**config.mk**
```make
export PLATFORM = sky130hd
export DESIGN_NAME = muldiv_unit
export DESIGN_NICKNAME = d
export VERILOG_FILES = /design/src/rtl/alu_pkg.sv /design/src/rtl/muldiv_step.sv /design/src/rtl/muldiv_unit.sv
export SDC_FILE = /design/constraint.sdc
export NUM_CORES = 1
export LEC_CHECK = 0
export BUFFER_PORTS_ARGS = -buffer_cell sky130_fd_sc_hd__buf_2
export CORE_MARGIN = 1.5
export CORE_UTILIZATION = 47
export CTS_BUF_LIST = sky130_fd_sc_hd__clkbuf_16
export DETAILED_ROUTE_END_ITERATION = 10
export PLACE_DENSITY = 0.67
export RECOVER_POWER = 25
export SKIP_CTS_REPAIR_TIMING = 1
export SYNTH_ARGS = -nofsm -noshare
export SYNTH_HDL_FRONTEND = slang
export SYNTH_HIERARCHICAL = 1
export SYNTH_SLANG_ARGS = --single-unit
```
**constraint.sdc**
```tcl
create_clock -name clk -period 6.8 [get_ports clk]
set_input_delay 1.36 -clock clk [delete_from_list [all_inputs] [get_ports clk]]
set_output_delay 1.36 -clock clk [all_outputs]
set_load 0.02 [all_outputs]
```
**src/rtl/alu_pkg.sv**
```systemverilog
// Shared op codes and FSM state encoding for the iterative multiply/divide unit.
package alu_pkg;

  localparam logic [2:0] OP_MULTU = 3'b000;
  localparam logic [2:0] OP_MULT  = 3'b001;
  localparam logic [2:0] OP_DIVU  = 3'b010;
  localparam logic [2:0] OP_DIV   = 3'b011;
  localparam logic [2:0] OP_MTHI  = 3'b100;
  localparam logic [2:0] OP_MTLO  = 3'b101;

  typedef enum logic [1:0] {
    S_IDLE = 2'd0,
    S_RUN  = 2'd1,
    S_FIX  = 2'd2,
    S_DONE = 2'd3
  } state_e;

endpackage

```
**src/rtl/muldiv_step.sv**
```systemverilog
// One iteration of the unsigned datapath: right-shifting shift-add multiply
// or left-shifting restoring divide, on the {acc, q} register pair.
module muldiv_step #(
  parameter int WIDTH = 32
) (
  input  logic             is_div,
  input  logic [WIDTH-1:0] acc,
  input  logic [WIDTH-1:0] q,
  input  logic [WIDTH-1:0] opnd,
  output logic [WIDTH-1:0] acc_next,
  output logic [WIDTH-1:0] q_next
);

  logic [WIDTH:0]   sum;
  logic [WIDTH:0]   rem;
  logic [WIDTH-1:0] diff;
  logic             ge;

  always_comb begin
    sum  = {1'b0, acc} + {1'b0, opnd};
    rem  = {acc, q[WIDTH-1]};
    // Only consumed when rem >= opnd, so the result always fits in WIDTH bits.
    diff = rem[WIDTH-1:0] - opnd;
    // Explicit compare keeps b==0 well-behaved (acc may then exceed the divisor).
    ge   = (rem >= {1'b0, opnd});
    acc_next = acc;
    q_next   = q;
    if (is_div) begin
      acc_next = ge ? diff : rem[WIDTH-1:0];
      q_next   = {q[WIDTH-2:0], ge};
    end else if (q[0]) begin
      acc_next = sum[WIDTH:1];
      q_next   = {sum[0], q[WIDTH-1:1]};
    end else begin
      acc_next = {1'b0, acc[WIDTH-1:1]};
      q_next   = {acc[0], q[WIDTH-1:1]};
    end
  end

endmodule

```
**src/rtl/muldiv_unit.sv**
```systemverilog
// Multi-cycle MULT/MULTU/DIV/DIVU unit with architectural HI/LO, MTHI/MTLO,
// start/busy/done handshake, flush and divide-by-zero flag.
module muldiv_unit #(
  parameter int WIDTH = 32
) (
  input  logic             clk,
  input  logic             rst,
  input  logic             start,
  input  logic [2:0]       op,
  input  logic [WIDTH-1:0] a,
  input  logic [WIDTH-1:0] b,
  input  logic             flush,
  output logic [WIDTH-1:0] hi,
  output logic [WIDTH-1:0] lo,
  output logic             busy,
  output logic             done,
  output logic             div_by_zero
);
  import alu_pkg::*;

  localparam int CNT_W = $clog2(WIDTH + 1);

  state_e             state_q, state_d;
  logic [CNT_W-1:0]   cnt_q, cnt_d;
  logic [WIDTH-1:0]   acc_q, acc_d, q_q, q_d, opnd_q, opnd_d;
  logic [WIDTH-1:0]   aorig_q, aorig_d, hi_q, hi_d, lo_q, lo_d;
  logic               is_div_q, is_div_d, neg_res_q, neg_res_d, neg_rem_q, neg_rem_d;
  logic               dz_q, dz_d, dbz_q, dbz_d;

  logic [WIDTH-1:0]   step_acc, step_q, mag_a, mag_b, quo, rmd;
  logic [2*WIDTH-1:0] prod;
  logic               sa, sb;

  muldiv_step #(.WIDTH(WIDTH)) u_step (
    .is_div   (is_div_q),
    .acc      (acc_q),
    .q        (q_q),
    .opnd     (opnd_q),
    .acc_next (step_acc),
    .q_next   (step_q)
  );

  always_ff @(posedge clk or posedge rst) begin
    if (rst) begin
      state_q   <= S_IDLE;
      cnt_q     <= '0;
      acc_q     <= '0;
      q_q       <= '0;
      opnd_q    <= '0;
      aorig_q   <= '0;
      hi_q      <= '0;
      lo_q      <= '0;
      is_div_q  <= 1'b0;
      neg_res_q <= 1'b0;
      neg_rem_q <= 1'b0;
      dz_q      <= 1'b0;
      dbz_q     <= 1'b0;
    end else begin
      state_q   <= state_d;
      cnt_q     <= cnt_d;
      acc_q     <= acc_d;
      q_q       <= q_d;
      opnd_q    <= opnd_d;
      aorig_q   <= aorig_d;
      hi_q      <= hi_d;
      lo_q      <= lo_d;
      is_div_q  <= is_div_d;
      neg_res_q <= neg_res_d;
      neg_rem_q <= neg_rem_d;
      dz_q      <= dz_d;
      dbz_q     <= dbz_d;
    end
  end

  always_comb begin
    sa    = op[0] & a[WIDTH-1];
    sb    = op[0] & b[WIDTH-1];
    mag_a = sa ? -a : a;
    mag_b = sb ? -b : b;
    prod  = neg_res_q ? -{acc_q, q_q} : {acc_q, q_q};
    quo   = neg_res_q ? -q_q : q_q;
    rmd   = neg_rem_q ? -acc_q : acc_q;

    state_d   = state_q;
    cnt_d     = cnt_q;
    acc_d     = acc_q;
    q_d       = q_q;
    opnd_d    = opnd_q;
    aorig_d   = aorig_q;
    hi_d      = hi_q;
    lo_d      = lo_q;
    is_div_d  = is_div_q;
    neg_res_d = neg_res_q;
    neg_rem_d = neg_rem_q;
    dz_d      = dz_q;
    dbz_d     = dbz_q;

    unique case (state_q)
      S_IDLE: begin
        if (start && !flush) begin
          case (op)
            OP_MTHI: begin
              hi_d  = a;
              dbz_d = 1'b0;
            end
            OP_MTLO: begin
              lo_d  = a;
              dbz_d = 1'b0;
            end
            OP_MULTU, OP_MULT, OP_DIVU, OP_DIV: begin
              // The dividend/multiplier goes in q, the divisor/multiplicand in opnd.
              is_div_d  = op[1];
              acc_d     = '0;
              q_d       = op[1] ? mag_a : mag_b;
              opnd_d    = op[1] ? mag_b : mag_a;
              neg_res_d = sa ^ sb;
              neg_rem_d = sa;
              dz_d      = op[1] && (b == '0);
              aorig_d   = a;
              cnt_d     = '0;
              dbz_d     = 1'b0;
              state_d   = S_RUN;
            end
            default: ;
          endcase
        end
      end
      S_RUN: begin
        if (flush) begin
          state_d = S_IDLE;
        end else begin
          acc_d = step_acc;
          q_d   = step_q;
          cnt_d = cnt_q + CNT_W'(1);
          if (cnt_q == CNT_W'(WIDTH - 1)) state_d = S_FIX;
        end
      end
      S_FIX: begin
        if (flush) begin
          state_d = S_IDLE;
        end else begin
          if (!is_div_q) begin
            hi_d = prod[2*WIDTH-1:WIDTH];
            lo_d = prod[WIDTH-1:0];
          end else if (dz_q) begin
            hi_d = aorig_q;
            lo_d = '1;
          end else begin
            hi_d = rmd;
            lo_d = quo;
          end
          dbz_d   = dz_q;
          state_d = S_DONE;
        end
      end
      S_DONE: state_d = S_IDLE;
      default: state_d = S_IDLE;
    endcase
  end

  assign hi          = hi_q;
  assign lo          = lo_q;
  assign busy        = (state_q == S_RUN) || (state_q == S_FIX);
  assign done        = (state_q == S_DONE);
  assign div_by_zero = dbz_q;

endmodule

```
==> results.py <==
metrics = {
    "clock_network": {
        "cts_buffer_depth": 3,
        "clkSlewWorstSetupHoldPaths_ns": 0.06,
        "cts_inserted_buffers": 26,
        "htree_levels": 1,
        "root_buffer": "clkbuf_16",
        "clock_sinks": 205,
        "clock_latency_ns": 0.59,
        "cts_tree": "yes",
    },
    "logic_synthesis": {
        "ys_ff_latch": 205,
        "synth_area_per_cell_um2": 7.85,
        "ys_warn_count": 6,
        "synth_fa_ha_area_frac": 0.0530,
        "syn_area_mm2": 0.0180,
        "synth_edf_count": 0,
        "synthMuxAreaShare": 0.0425,
        "synth-main-ff-cell": "dfrtp_1",
        "synthTopCellsByArea": "dfrtp_1 (29%), nand2_1 (6.7%), o21ai_0 (5.2%), ha_1 (5.1%), a21oi_1 (4.5%)",
        "synth_xor_area_frac": 0.0833,
        "synth-simple-area-share": 0.210,
        "synth_compound_area_frac": 0.268,
        "async_reset_ff_frac": 1.00,
        "synth_top_area_frac": 0.285,
        "ys_types": 94,
        "syn_nets": 2435,
        "syn_inst": 2289,
        "ys_seq_area_frac": 0.285,
        "synth_area_leader_cell": "dfrtp_1",
        "synth_top_family_by_area": "compound AO/OA/AOI/OAI gates",
    },
    "layout": {
        "final_nets": 2449,
        "fillCellCount": 3751,
        "area_growth_pct": 8.97,
        "diodes": 0,
        "drive_gt1_frac": 0.118,
        "fin_util": 0.520,
    },
    "outcome": {
        "status": "completed",
    },
    "placed_design": {
        "dp_hpwl_um": 49400,
        "placement.io_buffers": 137,
        "place_congestion": 0.992,
    },
    "critical_path": {
        "rrSetupSlack_ns": 2.63,
        "r2r_cells": 7,
        "setup.worst_path.start_class": "flip-flop",
        "r2r-start": "is_div_q",
        "critPathKind": "flip-flop to flip-flop",
        "cp-end-kind": "flip-flop",
        "required_ns": 7.24,
        "r2r-end": "hi[15]",
        "cp_max_fo": 68,
        "arrival_ns": 4.61,
    },
    "drt": {
        "firstDrtPassIters": 9,
        "drt-total-wl_um": 68800,
        "route.detailed.drc": 0,
        "met1_length_um": 28100,
        "top_layer": "met5",
        "ant_nets": 0,
        "wl_met3_um": 6680,
        "drt_iter0_drc": 2332,
        "routedWlPerCell_um": 24.3,
        "route.vias.total": 18643,
        "avgViaCountPerCell": 6.58,
        "wl_met2_um": 30200,
    },
    "sta": {
        "fin_skew_ns": 0.0363,
        "period_needed_ns": 4.17,
        "worstMarginPinSlew_ns": 1.19,
        "rsz0062_at_grt": "no",
        "fin_crit_sh": 0.613,
        "slew_violations": 0,
        "setup_viol": 0,
        "max_freq_ghz": 0.240,
        "hold_viol": 0,
        "maxSlewHeadroom": 0.206,
        "setup_tns_ns": 0,
    },
    "global_routing": {
        "grt_overflow": 0,
        "first_global_vias": 17299,
        "grt_usage": 0.345,
        "grt_max_degree": 165,
        "grt_pass1_wl_um": 104000,
        "antenna_found_initial": 1,
    },
    "power_and_ir_drop": {
        "p_total_uw": 10900,
        "p_leak_uw": 0.00825,
        "ir_worst_vdd_mv": 0.431,
        "power_density_mw_per_mm2": 557,
    },
    "floorplan": {
        "ios": 138,
        "die_w_um": 199,
        "core_area_mm2": 0.0377,
        "die_y_um": 199,
        "dieArea_mm2": 0.0394,
        "start_util": 0.477,
        "num_rows": 71,
    },
    "run": {
        "drv_cap": 0,
    },
    "worst_hold_path": {
        "min_path_cells": 2,
        "hp-class": "flip-flop to flip-flop",
        "min_from": "lo[26]",
        "min_to": "lo[26]",
    },
}
==> area by class of cell <==
cell class,count,area (µm²),share of cell area
clock buffers,26,651,0.0332
clock inverters,22,219,0.0112
inverters,73,275,0.0141
multi-input cells,1841,11800,0.604
flip-flops and latches,205,5130,0.262
well taps,511,639,0.0326
repair buffers,156,841,0.0429
==> routing by layer <==
layer,track usage,vias up
met5,0,-
met3,0.0592,214
met2,0.531,1126
met4,0.168,2
met1,0.468,8895
li1,-,8406
==> cell usage after synthesis (21+ instances only) <==
cell type and count:
nor2_1 140, o22ai_1 45, nor3_1 51, clkbuf_1 133, mux2i_1 37, nand2b_1 25
inv_1 71, a21oi_1 162, nand2_1 322, a211oi_1 33, ha_1 73, a31oi_1 23
o211ai_1 26, or3_1 22, xor2_1 85, o221ai_1 28, nand3_1 46, o31ai_1 31
nor3b_1 21, o21ai_0 187, o21ai_1 21, a22o_1 33, nand4_1 25, nor4_1 21
dfrtp_1 205, or4_1 21, xnor2_1 86, mux2_2 34
==> cell families (layout without fill, tap and decap cells) <==
group | Yosys count | after routing
xor+xnor | 171 | 171
fa+ha+maj | 75 | 75
compound gates | 740 | 740
mux | 72 | 72
buf+inv | 243 | 277
flops | 205 | 205
simple gates | 783 | 783
==> cell usage in the layout, fill, tap and decap left out, drive strengths merged, types with 24 or more instances in the layout <==
| cell type | instances |
|---|---|
| o211ai | 26 |
| o31ai | 31 |
| xnor2 | 86 |
| nand2 | 322 |
| buf | 156 |
| ha | 73 |
| o22ai | 45 |
| nor3 | 52 |
| or4 | 24 |
| inv | 74 |
| a21oi | 164 |
| mux2i | 37 |
| xor2 | 85 |
| mux2 | 35 |
| nor2 | 141 |
| clkbuf | 26 |
| a211oi | 38 |
| o21ai | 209 |
| o221ai | 28 |
| a22o | 33 |
| nand2b | 25 |
| nand3 | 46 |
| dfrtp | 205 |
| nand4 | 25 |
| nor4 | 24 |
==> where the power goes <==
part	switching, µW	total, µW	internal (µW)
Sequential	1040	2810	1760
Combinational	4060	6670	2610
Clock	614	1430	819
Total	5720	10900	5200
==> per-stage QoR <==
stage / instance area (µm²) / hold WS [ns] / cells / setup slack, ns
finish: 19600 / 0.473 / 2834 / 2.63
global route: 19600 / 0.496 / 2834 / 2.47
CTS: 19600 / 0.478 / 2834 / 2.78
detailed placement: 18700 / 0.463 / 2786 / 2.55
global placement: 18700 / 0.459 / 2786 / 2.66
floorplan: 18000 / 0.445 / 2289 / 2.78
==> sequential cells by signal (all words and copies together) (netlist names), 2 cells and up <==
signal,count
lo,32
aorig_q,32
cnt_q,6
q_q,32
opnd_q,32
hi,32
acc_q,32
state_q,2
==> worst max path at each step <==
stage | start | to
2_1_floorplan | rst | acc_q[0]
5_1_grt | acc_q[15] | acc_q[5]
3_5_place_dp | op[1] | hi[8]
6_report | is_div_q | hi[15]
4_1_cts | acc_q[15] | acc_q[24]
3_3_place_gp | op[1] | hi[8]
==> worst max-delay path: stages, from the launching register on <==
cell	delay, ns
dfrtp_4	1.02
clkinv_1	0.59
nor2_1	0.86
nand2_1	0.46
nand2_1	0.35
o311ai_0	0.17
nor4b_1	0.21
a221o_1	0.34
Power figures use the tool's default switching activity.
